[src/rtl/dmem_arb_pkg.sv]
// Shared types and constants for the two-port data-memory arbiter.
package dmem_arb_pkg;

   typedef enum logic [1:0] {
      IDLE  = 2'd0,
      ISSUE = 2'd1,
      RESP  = 2'd2
   } state_e;

   localparam logic [2:0] F3_B  = 3'b000;
   localparam logic [2:0] F3_H  = 3'b001;
   localparam logic [2:0] F3_W  = 3'b010;
   localparam logic [2:0] F3_BU = 3'b100;
   localparam logic [2:0] F3_HU = 3'b101;

   localparam int unsigned PORT_CORE = 0;
   localparam int unsigned PORT_DMA  = 1;

endpackage

[src/rtl/rr_arb2.sv]
// Two-input round-robin arbiter; the pointer names the port that wins a tie.
module rr_arb2
   import dmem_arb_pkg::*;
(
   input  logic [1:0] i_req,
   input  logic       i_ptr,
   input  logic       i_enable,
   output logic [1:0] o_grant,
   output logic       o_winner
);

   always_comb begin
      o_grant  = 2'b00;
      o_winner = 1'b0;
      if (i_enable) begin
         case (i_req)
            2'b01: begin
               o_grant[PORT_CORE] = 1'b1;
               o_winner           = 1'(PORT_CORE);
            end
            2'b10: begin
               o_grant[PORT_DMA] = 1'b1;
               o_winner          = 1'(PORT_DMA);
            end
            2'b11: begin
               o_winner         = i_ptr;
               o_grant[i_ptr]   = 1'b1;
            end
            default: ;
         endcase
      end
   end

endmodule

[src/rtl/dmem_arbiter.sv]
// Arbitrates the single-port data memory between the core (port 0) and the
// debug/DMA loader (port 1); one registered transaction every two cycles.
module dmem_arbiter
   import dmem_arb_pkg::*;
#(
   parameter int unsigned ADDR_W = 9,
   parameter int unsigned DATA_W = 32
) (
   input  logic                  i_clk,
   input  logic                  i_reset,
   input  logic [1:0]            i_req_valid,
   output logic [1:0]            o_req_ready,
   input  logic [1:0]            i_req_we,
   input  logic [2*ADDR_W-1:0]   i_req_addr,
   input  logic [2*DATA_W-1:0]   i_req_wdata,
   input  logic [5:0]            i_req_funct3,
   output logic [1:0]            o_rsp_valid,
   output logic [DATA_W-1:0]     o_rsp_rdata,
   output logic                  o_mem_read,
   output logic                  o_mem_write,
   output logic [ADDR_W-1:0]     o_mem_a,
   output logic [DATA_W-1:0]     o_mem_wd,
   output logic [2:0]            o_mem_funct3,
   input  logic [DATA_W-1:0]     i_mem_rd
);

   state_e              r_state;
   state_e              w_state_next;
   logic                r_rr_ptr;
   logic                r_we;
   logic [ADDR_W-1:0]   r_addr;
   logic [DATA_W-1:0]   r_wdata;
   logic [2:0]          r_funct3;
   logic                r_owner;
   logic [DATA_W-1:0]   r_rsp_rdata;

   logic                w_accept_en;
   logic                w_accept;
   logic [1:0]          w_grant;
   logic                w_winner;
   logic                w_sel_we;
   logic [ADDR_W-1:0]   w_sel_addr;
   logic [DATA_W-1:0]   w_sel_wdata;
   logic [2:0]          w_sel_funct3;

   rr_arb2 u_arb (
      .i_req    (i_req_valid),
      .i_ptr    (r_rr_ptr),
      .i_enable (w_accept_en),
      .o_grant  (w_grant),
      .o_winner (w_winner)
   );

   always_comb begin
      w_accept_en = (r_state == IDLE) || (r_state == RESP);
      w_accept    = |w_grant;
      // With nothing pending both ports see ready; otherwise only the winner.
      if (!w_accept_en) begin
         o_req_ready = 2'b00;
      end else if (i_req_valid == 2'b00) begin
         o_req_ready = 2'b11;
      end else begin
         o_req_ready = w_grant;
      end
   end

   always_comb begin
      w_sel_we     = i_req_we[w_winner];
      w_sel_addr   = w_winner ? i_req_addr[ADDR_W +: ADDR_W]   : i_req_addr[0 +: ADDR_W];
      w_sel_wdata  = w_winner ? i_req_wdata[DATA_W +: DATA_W] : i_req_wdata[0 +: DATA_W];
      w_sel_funct3 = w_winner ? i_req_funct3[5:3]             : i_req_funct3[2:0];
   end

   always_comb begin
      w_state_next = r_state;
      case (r_state)
         IDLE:    if (w_accept) w_state_next = ISSUE;
         ISSUE:   w_state_next = RESP;
         RESP:    w_state_next = w_accept ? ISSUE : IDLE;
         default: w_state_next = IDLE;
      endcase
   end

   always_ff @(posedge i_clk) begin
      if (i_reset) begin
         r_state <= IDLE;
      end else begin
         r_state <= w_state_next;
      end
   end

   always_ff @(posedge i_clk) begin
      if (i_reset) begin
         r_rr_ptr    <= 1'b0;
         r_we        <= 1'b0;
         r_addr      <= '0;
         r_wdata     <= '0;
         r_funct3    <= 3'b000;
         r_owner     <= 1'b0;
         r_rsp_rdata <= '0;
      end else begin
         if (w_accept) begin
            r_we     <= w_sel_we;
            r_addr   <= w_sel_addr;
            r_wdata  <= w_sel_wdata;
            r_funct3 <= w_sel_funct3;
            r_owner  <= w_winner;
            r_rr_ptr <= ~w_winner;
         end
         if (r_state == ISSUE) begin
            r_rsp_rdata <= r_we ? '0 : i_mem_rd;
         end
      end
   end

   always_comb begin
      o_mem_read   = 1'b0;
      o_mem_write  = 1'b0;
      o_mem_a      = '0;
      o_mem_wd     = '0;
      o_mem_funct3 = 3'b000;
      o_rsp_valid  = 2'b00;
      o_rsp_rdata  = r_rsp_rdata;
      if (r_state == ISSUE) begin
         // Gated by reset so a reset landing mid-access cannot commit a write.
         o_mem_read   = ~r_we & ~i_reset;
         o_mem_write  = r_we & ~i_reset;
         o_mem_a      = r_addr;
         o_mem_wd     = r_wdata;
         o_mem_funct3 = r_funct3;
      end
      if (r_state == RESP) begin
         o_rsp_valid[r_owner] = 1'b1;
      end
   end

endmodule

[config.mk]
export PLATFORM = sky130hd
export DESIGN_NAME = dmem_arbiter
export DESIGN_NICKNAME = d
export VERILOG_FILES = /design/src/rtl/dmem_arb_pkg.sv /design/src/rtl/rr_arb2.sv /design/src/rtl/dmem_arbiter.sv
export SDC_FILE = /design/constraint.sdc
export NUM_CORES = 1
export LEC_CHECK = 0
export ABC_AREA = 0
export BUFFER_PORTS_ARGS = -buffer_cell sky130_fd_sc_hd__clkbuf_2
export CELL_PAD_IN_SITES_DETAIL_PLACEMENT = 0
export CELL_PAD_IN_SITES_GLOBAL_PLACEMENT = 1
export CORE_MARGIN = 1
export CORE_UTILIZATION = 29
export CTS_BUF_LIST = sky130_fd_sc_hd__clkbuf_2 sky130_fd_sc_hd__clkbuf_4 sky130_fd_sc_hd__clkbuf_8
export DETAILED_ROUTE_END_ITERATION = 8
export PLACE_DENSITY = 0.76
export SETUP_SLACK_MARGIN = 0.3
export SYNTH_ARGS = -nofsm -noshare
export SYNTH_HDL_FRONTEND = slang
export SYNTH_SLANG_ARGS = --single-unit
[constraint.sdc]
create_clock -name i_clk -period 1.4 [get_ports i_clk]
set_input_delay 0.14 -clock i_clk [delete_from_list [all_inputs] [get_ports i_clk]]
set_output_delay 0.14 -clock i_clk [all_outputs]
set_load 0.05 [all_outputs]
==> results of run 1 <==
[what timing repair did]
action / 4_1_cts / 5_1_grt
buffers inserted: 12 / 5
hold endpoints to repair: 50 / 1
hold buffers: 68 / 1
gates resized for setup: 207 / 75
gates cloned: 10 / 6
endpoints found under the setup margin: 161 / 157
pin swaps: 22 / 11
[flip-flops by register name, indices dropped and copies added (netlist names)]
| name | count |
|---|---|
| o_rsp_rdata | 32 |
| r_wdata | 32 |
| r_addr | 9 |
| r_funct3 | 3 |
| r_state | 2 |
| r_owner | 1 |
| r_rr_ptr | 1 |
| r_we | 1 |
[metrics by stage]
stage	setup TNS [ns]	instance area (sq um)	utilization
after floorplan	0	3960	-
after global placement	0	5230	0.430
after detailed placement	0	5230	0.430
after CTS	-11.71	7540	0.620
after global routing	-19.56	7890	0.649
final	-13.36	7890	0.649
[layer usage]
layer | GRT usage | vias to the layer above | routed length, um
li1 | - | 1969 | -
met1 | 0.234 | 2005 | 5890
met2 | 0.405 | 164 | 8190
met3 | 0.0635 | 21 | 981
met4 | 0.0892 | 0 | 276
met5 | 0 | - | 0
[cells in the final DEF (no fill, tap or decap), types with 2 or more instances in the layout]
cell / n
clkbuf_16: 30
nor2b_4: 2
o21bai_1: 23
a211oi_2: 19
dfxtp_1: 65
nand2b_4: 3
a21oi_4: 2
and2_4: 45
clkbuf_2: 125
buf_16: 7
buf_8: 22
dlygate4sd3_1: 69
o21bai_2: 2
bufbuf_16: 3
buf_6: 21
nor2_4: 2
clkbuf_8: 22
nor3_4: 7
a221o_1: 19
dfxtp_2: 15
nor3b_1: 19
clkinvlp_4: 2
nor3b_4: 2
nand2_1: 2
a211oi_1: 8
buf_12: 21
buf_4: 21
nor3_2: 8
clkinv_4: 3
a22o_1: 32
nor3_1: 40
[area by class of cell]
type	count	area, sq um
clock inverters	7	80.1
multi-input cells	242	2140
diodes	1	2.50
well taps	168	210
clock buffers	9	124
inverters	2	10.0
flip-flops and latches	81	1640
fillers	906	4270
repair buffers	332	3680
[worst min path at each step]
stage,cells after the start,slack (ns),start,to
floorplan,1,0.27,i_mem_rd[20],o_rsp_rdata[20]
global placement,2,0.36,i_mem_rd[28],o_rsp_rdata[28]
detailed placement,2,0.36,i_mem_rd[30],o_rsp_rdata[30]
CTS,2,0.0007,i_req_addr[1],r_addr[1]
global route,2,-0.002,i_req_addr[1],r_addr[1]
finish,2,0.02,i_req_addr[1],r_addr[1]
[worst max-delay path, cell delays in order, from the launching register on]
cell,delay [ns]
dfxtp_4,0.37
nor2b_4,0.15
buf_12,0.14
clkbuf_16,0.16
and2_4,0.15
clkbuf_16,0.16
[cell families (layout without fill, tap and decap cells)]
logic type	count (synthesis)	after routing	share of synthesized area
AND/OR/NAND/NOR	134	134	0.228
AO/OA/AOI/OAI	108	108	0.270
flip-flops	81	81	0.443
buffers and inverters	41	350	0.0588
other	0	1	0
[power groups by stage]
stage                     clock network (uW)  registers (uW)  logic [uW]
final                                   1790            2630        2410
after global placement                     0            2650        1540
after global routing                    1930            2650        2520
after detailed placement                   0            2660        1560
after floorplan                            0            2810         938
after CTS                               1840            2610        2220
==> summary.md, run 1 <==
| Metric | Value |
|---|---|
| Slew headroom | 0.740 |
| Avg Cell Area, Syn | a little over 10 sq um |
| Die ar. | ~13,000 sq um |
| Post-layout min period | about 1.7 ns |
| Flop pwr share | 0.385 |
| FF-to-FF End | r_addr[8] |
| Pwr/cell area | a little under 900 nW/um^2 |
| Nets | approximately 790 |
| Port Buf Inserts | between 200 and 250 |
| Critical Path End | o_mem_wd[20] |
| Yosys cell types | 28 |
| FMAX | roughly 600 MHz |
| Sw frac | 0.325 |
| Max IR drop VDD | ~0.6 mV |
| Final setup viols | between 100 and 150 |
| Dominant cell type by area after synthesis | dfxtp_1 |
| Required @ worst endpoint | approximately 1.3 ns |
| Seq/Total Area, Yosys | 0.443 |
| Initial DRT Pass Iterations | 4 |
| GRT Total Usage | 0.220 |
| Startpoint types | flip-flop |
| Wire per inst | 18.2 um |
| Failing checks | negative setup slack |
| Core ar. | about 12,000 sq um |
| Synth Flop Type | dfxtp_1 |
| Switch Pwr | 2220 uW |
| Yosys top cell area share | 0.443 |
| Maxcap violations | 0 |
| Worst Reg-to-Reg Cells | 6 |
| Reg2reg setup slack | -0.10 ns |
| Final setup margin | -0.256 ns |
| Final worst-path cycle share | 1.18 |
| Final Hold Vio Count | 0 |
| Die X | 114 um |
| Reg2reg start | r_state[0] |
| Worst-Skew Late Latency | 0.38 ns |
| Routed Antenna Nets | 0 |
| CTS tree | done |
| Routed WL | between 15,000 and 20,000 um |
| Clock slew at reported path FFs | 0.10 ns |
| P_int | around 4600 uW |
| 1st-iter DRT viols | between 200 and 300 |
| First-pass GRT wire length | between 20,000 and 25,000 um |
| Final Non-Filler Cells | between 800 and 900 |
| Die height | around 110 um |
| Global route total overflow | 0 |
| Worst setup startpoint | r_state[0] |
| Longest Clk Path Bufs | 2 |
| Row Count | 40 |
| Clock H-tree levels | 3 |
| P&R area growth vs syn | 115% |
| Antenna violations before repair | 1 |
| Place WS | ~0.031 ns |
| Power consumption | roughly 6800 uW |
| Final Slew Violations | 0 |
| Most numerous cell in the Yosys netlist | dfxtp_1 |
| Root Buffer | clkbuf_8 |
| Mapped cell area | approximately 3700 sq um |
| FF+latch count, synth | a little over 80 |
| EDFF count, synth | 0 |
| Drt via density | between 4 and 5 |
| Dpl cells | ~720 |
| Layout cells sized above 1 | 0.585 |
| Asr flop ratio synth | 0 |
| Status | complete, but fails checks |
| RSZ-0062 raised after global routing | yes |
| HP Class | primary input to flip-flop |
| Most common library cells after synthesis | dfxtp_1 (81), nor3_1 (53), and2_1 (45) |
| Worst-path fanout max | 8 |
| Mapped Nets | approximately 500 |
| Starting Density | 0.301 |
| Lkg Pwr | 0.00342 uW |
| Kind of critical path | flip-flop to output pin |
| Worst slew pin tran | slightly below 0.4 ns |
| Syn Inst Count | approximately 360 |
| Combinational share of power | 0.352 |
| Largest net degree at the start of global routing | 33 |
| Worst EP arrival | between 1.5 and 2 ns |
| Num CTS Buffers | 9 |
| Vias in the first global route | ~4,300 |
| Clk_skew | about 0.014 ns |
| Routability-driven placement congestion ratio | around 0.8 |
| DRC violation count after routing | 0 |
| IO Count | 208 |
| Warnings from Yosys | 0 |
| Post-DP HPWL | approximately 8000 um |
| DR vias | a little over 4,000 |
| Synth area leaders | dfxtp_1 (44%), and2_1 (7.7%), a22o_1 (7.7%) |
| WHS | about 0.021 ns |
| Setup crit end kind | output pin |
| Clk pwr share | 0.263 |
| Clk sinks | just over 80 |
No activity file was read; power rests on OpenSTA's default activity.
==> run 2, diff against run 1 <==
--- a/config.mk
+++ b/config.mk
@@ -7,13 +7,11 @@
 export LEC_CHECK = 0
 export ABC_AREA = 0
 export BUFFER_PORTS_ARGS = -buffer_cell sky130_fd_sc_hd__clkbuf_2
-export CELL_PAD_IN_SITES_DETAIL_PLACEMENT = 0
-export CELL_PAD_IN_SITES_GLOBAL_PLACEMENT = 1
 export CORE_MARGIN = 1
-export CORE_UTILIZATION = 29
+export CORE_UTILIZATION = 41
 export CTS_BUF_LIST = sky130_fd_sc_hd__clkbuf_2 sky130_fd_sc_hd__clkbuf_4 sky130_fd_sc_hd__clkbuf_8
 export DETAILED_ROUTE_END_ITERATION = 8
-export PLACE_DENSITY = 0.76
+export PLACE_DENSITY = 0.77
 export SETUP_SLACK_MARGIN = 0.3
 export SYNTH_ARGS = -nofsm -noshare
 export SYNTH_HDL_FRONTEND = slang
==> run 2 against run 1 <==
Against the previous run: the flow finishes with violations (negative hold slack, negative setup slack); sequential share of layout area is 0.70 points higher; sequential power hardly changed; die area down 29%; hold slack worse by 0.024 ns; first-iteration DRC count down 13%; non-clock buffer count shrank 27; register-to-register slack lost 0.15 ns; sequential cell count unchanged; global-route usage increased by 10 points; combinational power grew 2%; via count rose by 4.6%.
==> summary.md, run 2 (same netlist as run 1, synthesis figures left out) <==
| Metric | Value |
|---|---|
| DR vias | 4,351 (was 4,159) |
| Die ar. | 9310 sq um (was 13,100 sq um) |
| FMAX | 593 MHz (was 604 MHz) |
| Port Buf Inserts | 207 (unchanged) |
| Routability-driven placement congestion ratio | 0.755 (was 0.800) |
| Clk sinks | 81 (unchanged) |
| WHS | -0.00278 ns (was 0.0208 ns) |
| Final setup viols | 127 (was 119) |
| Status | complete, but fails checks (unchanged) |
| Initial DRT Pass Iterations | 4 (unchanged) |
| Final worst-path cycle share | 1.20 (was 1.18) |
| Global route total overflow | 0 (unchanged) |
| P&R area growth vs syn | 108% (was 115%) |
| Routed WL | 17,400 um (was 15,300 um) |
| Startpoint types | flip-flop (unchanged) |
| Die X | 96.5 um (was 114 um) |
| RSZ-0062 raised after global routing | yes (unchanged) |
| Num CTS Buffers | 9 (unchanged) |
| Wire per inst | 23.0 um (was 18.2 um) |
| 1st-iter DRT viols | 228 (was 261) |
| Worst-path fanout max | 7 (was 8) |
| Lkg Pwr | 0.00332 uW (was 0.00342 uW) |
| Final core utilization | 0.875 (was 0.649) |
| Max IR drop VDD | 0.613 mV (was 0.602 mV) |
| GRT Total Usage | 0.324 (was 0.220) |
| Pwr/cell area | 898 nW/um^2 (was 866 nW/um^2) |
| Nets | 768 (was 794) |
| Longest Clk Path Bufs | 2 (unchanged) |
| Final setup margin | -0.285 ns (was -0.256 ns) |
| Kind of critical path | flip-flop to output pin (unchanged) |
| Slew headroom | 0.711 (was 0.740) |
| HP Class | primary input to flip-flop (unchanged) |
| Required @ worst endpoint | 1.26 ns (about the same) |
| IO Count | 208 (unchanged) |
| Most frequent cells in the layout | clkbuf_2 (125), dfxtp_1 (71), nor3_1 (50) (was clkbuf_2 (125), dlygate4sd3_1 (69), dfxtp_1 (65)) |
| Final Hold Vio Count | 1 (was 0) |
| Place WS | -0.108 ns (was 0.0310 ns) |
| Post-layout min period | 1.69 ns (was 1.66 ns) |
| Root Buffer | clkbuf_8 (unchanged) |
| Die height | 96.5 um (was 114 um) |
| Starting Density | 0.422 (was 0.301) |
| Worst-Skew Late Latency | 0.38 ns (about the same) |
| Layout cells sized above 1 | 0.637 (was 0.585) |
| Maxcap violations | 0 (unchanged) |
| Clock slew at reported path FFs | 0.11 ns (was 0.10 ns) |
| First-pass GRT wire length | 22,500 um (was 21,900 um) |
| Most common cell after layout, fill and taps aside | clkbuf_2 (unchanged) |
| Reg area | 1640 sq um (about the same) |
| Routed Antenna Nets | 0 (unchanged) |
| Antenna violations before repair | 1 (unchanged) |
| Clk_skew | 0.0295 ns (was 0.0139 ns) |
| Largest net degree at the start of global routing | 20 (was 33) |
| Row Count | 34 (was 40) |
| Clock H-tree levels | 3 (unchanged) |
| Fill count | 379 (was 906) |
| DRC violation count after routing | 0 (unchanged) |
| Vias in the first global route | 4,371 (was 4,318) |
| Power consumption | 6820 uW (was 6830 uW) |
| Multi-input logic area | 2240 sq um (was 2140 sq um) |
| Final Slew Violations | 0 (unchanged) |
| Core ar. | 8680 sq um (was 12,200 sq um) |
| Drt via density | 5.76 (was 4.94) |
| Failing checks | negative hold slack, negative setup slack (was negative setup slack) |
| Worst slew pin tran | 0.433 ns (was 0.390 ns) |
| Post-DP HPWL | 7810 um (was 8120 um) |
| CTS tree | done (unchanged) |
| Worst EP arrival | 1.55 ns (was 1.52 ns) |
| Setup crit end kind | output pin (unchanged) |
## run 2: routing by layer
layer / global-route usage / up-vias / wire [um] / share of wire
met5: 0 / - / 0 / 0
met4: 0.162 / 0 / 816 / 0.047
met3: 0.0923 / 68 / 1280 / 0.074
met2: 0.556 / 265 / 8760 / 0.50
met1: 0.366 / 2093 / 6520 / 0.38
li1: - / 1925 / - / -
## run 2: area by class of cell
type | count | share of cell area
diodes | 1 | 0.000329
clock buffers | 11 | 0.0191
clock inverters | 5 | 0.00527
inverters | 2 | 0.00132
multi-input cells | 243 | 0.295
flip-flops and latches | 81 | 0.215
well taps | 108 | 0.0178
repair buffers | 305 | 0.445
## run 2: final timing paths
path / slack (ns) / from / endpoint / cells after the start
hold / removal: -0.003 / i_mem_rd[23] / o_rsp_rdata[23] / 2
hold reg to reg: 0.49 / o_rsp_rdata[1] / o_rsp_rdata[1] / 1
setup / recovery: -0.29 / r_state[0] / o_mem_funct3[1] / 5
setup reg to reg: -0.25 / r_state[0] / r_wdata[0] / 8
## run 2: what timing repair did
| item | in CTS | in global routing |
|---|---|---|
| setup buffers | 22 | 7 |
| resized for setup | 191 | 88 |
| hold buffers | 30 | 1 |
| pin swaps | 16 | 16 |
| hold endpoints to repair | 29 | 1 |
| setup endpoints to repair | 161 | 160 |
| gates cloned | 11 | 3 |
## run 2: critical path, cell delays in order (launching register included)
cell and delay [ns]:
dfxtp_4 0.38, nor2b_4 0.21, buf_6 0.15, clkbuf_16 0.15, and2_4 0.15, clkbuf_16 0.15
## run 2: through the flow
stage          area, sq um  hold slack, ns  TNS, ns  std cells
2_1_floorplan         3960           0.273        0        364
3_3_place_gp          5220           0.356    -1.29        665
3_5_place_dp          5220           0.360    -2.93        665
4_1_cts               7160         0.00189   -12.10        744
5_1_grt               7600         -0.0119   -26.10        756
6_report              7600        -0.00278   -21.31        756
## run 2: power breakdown
part / leakage, uW / switching (uW) / internal [uW]
clock network: 0.0000856 / 968 / 724
registers: 0.000672 / 162 / 2500
logic: 0.00256 / 1200 / 1270
total: 0.00332 / 2330 / 4490
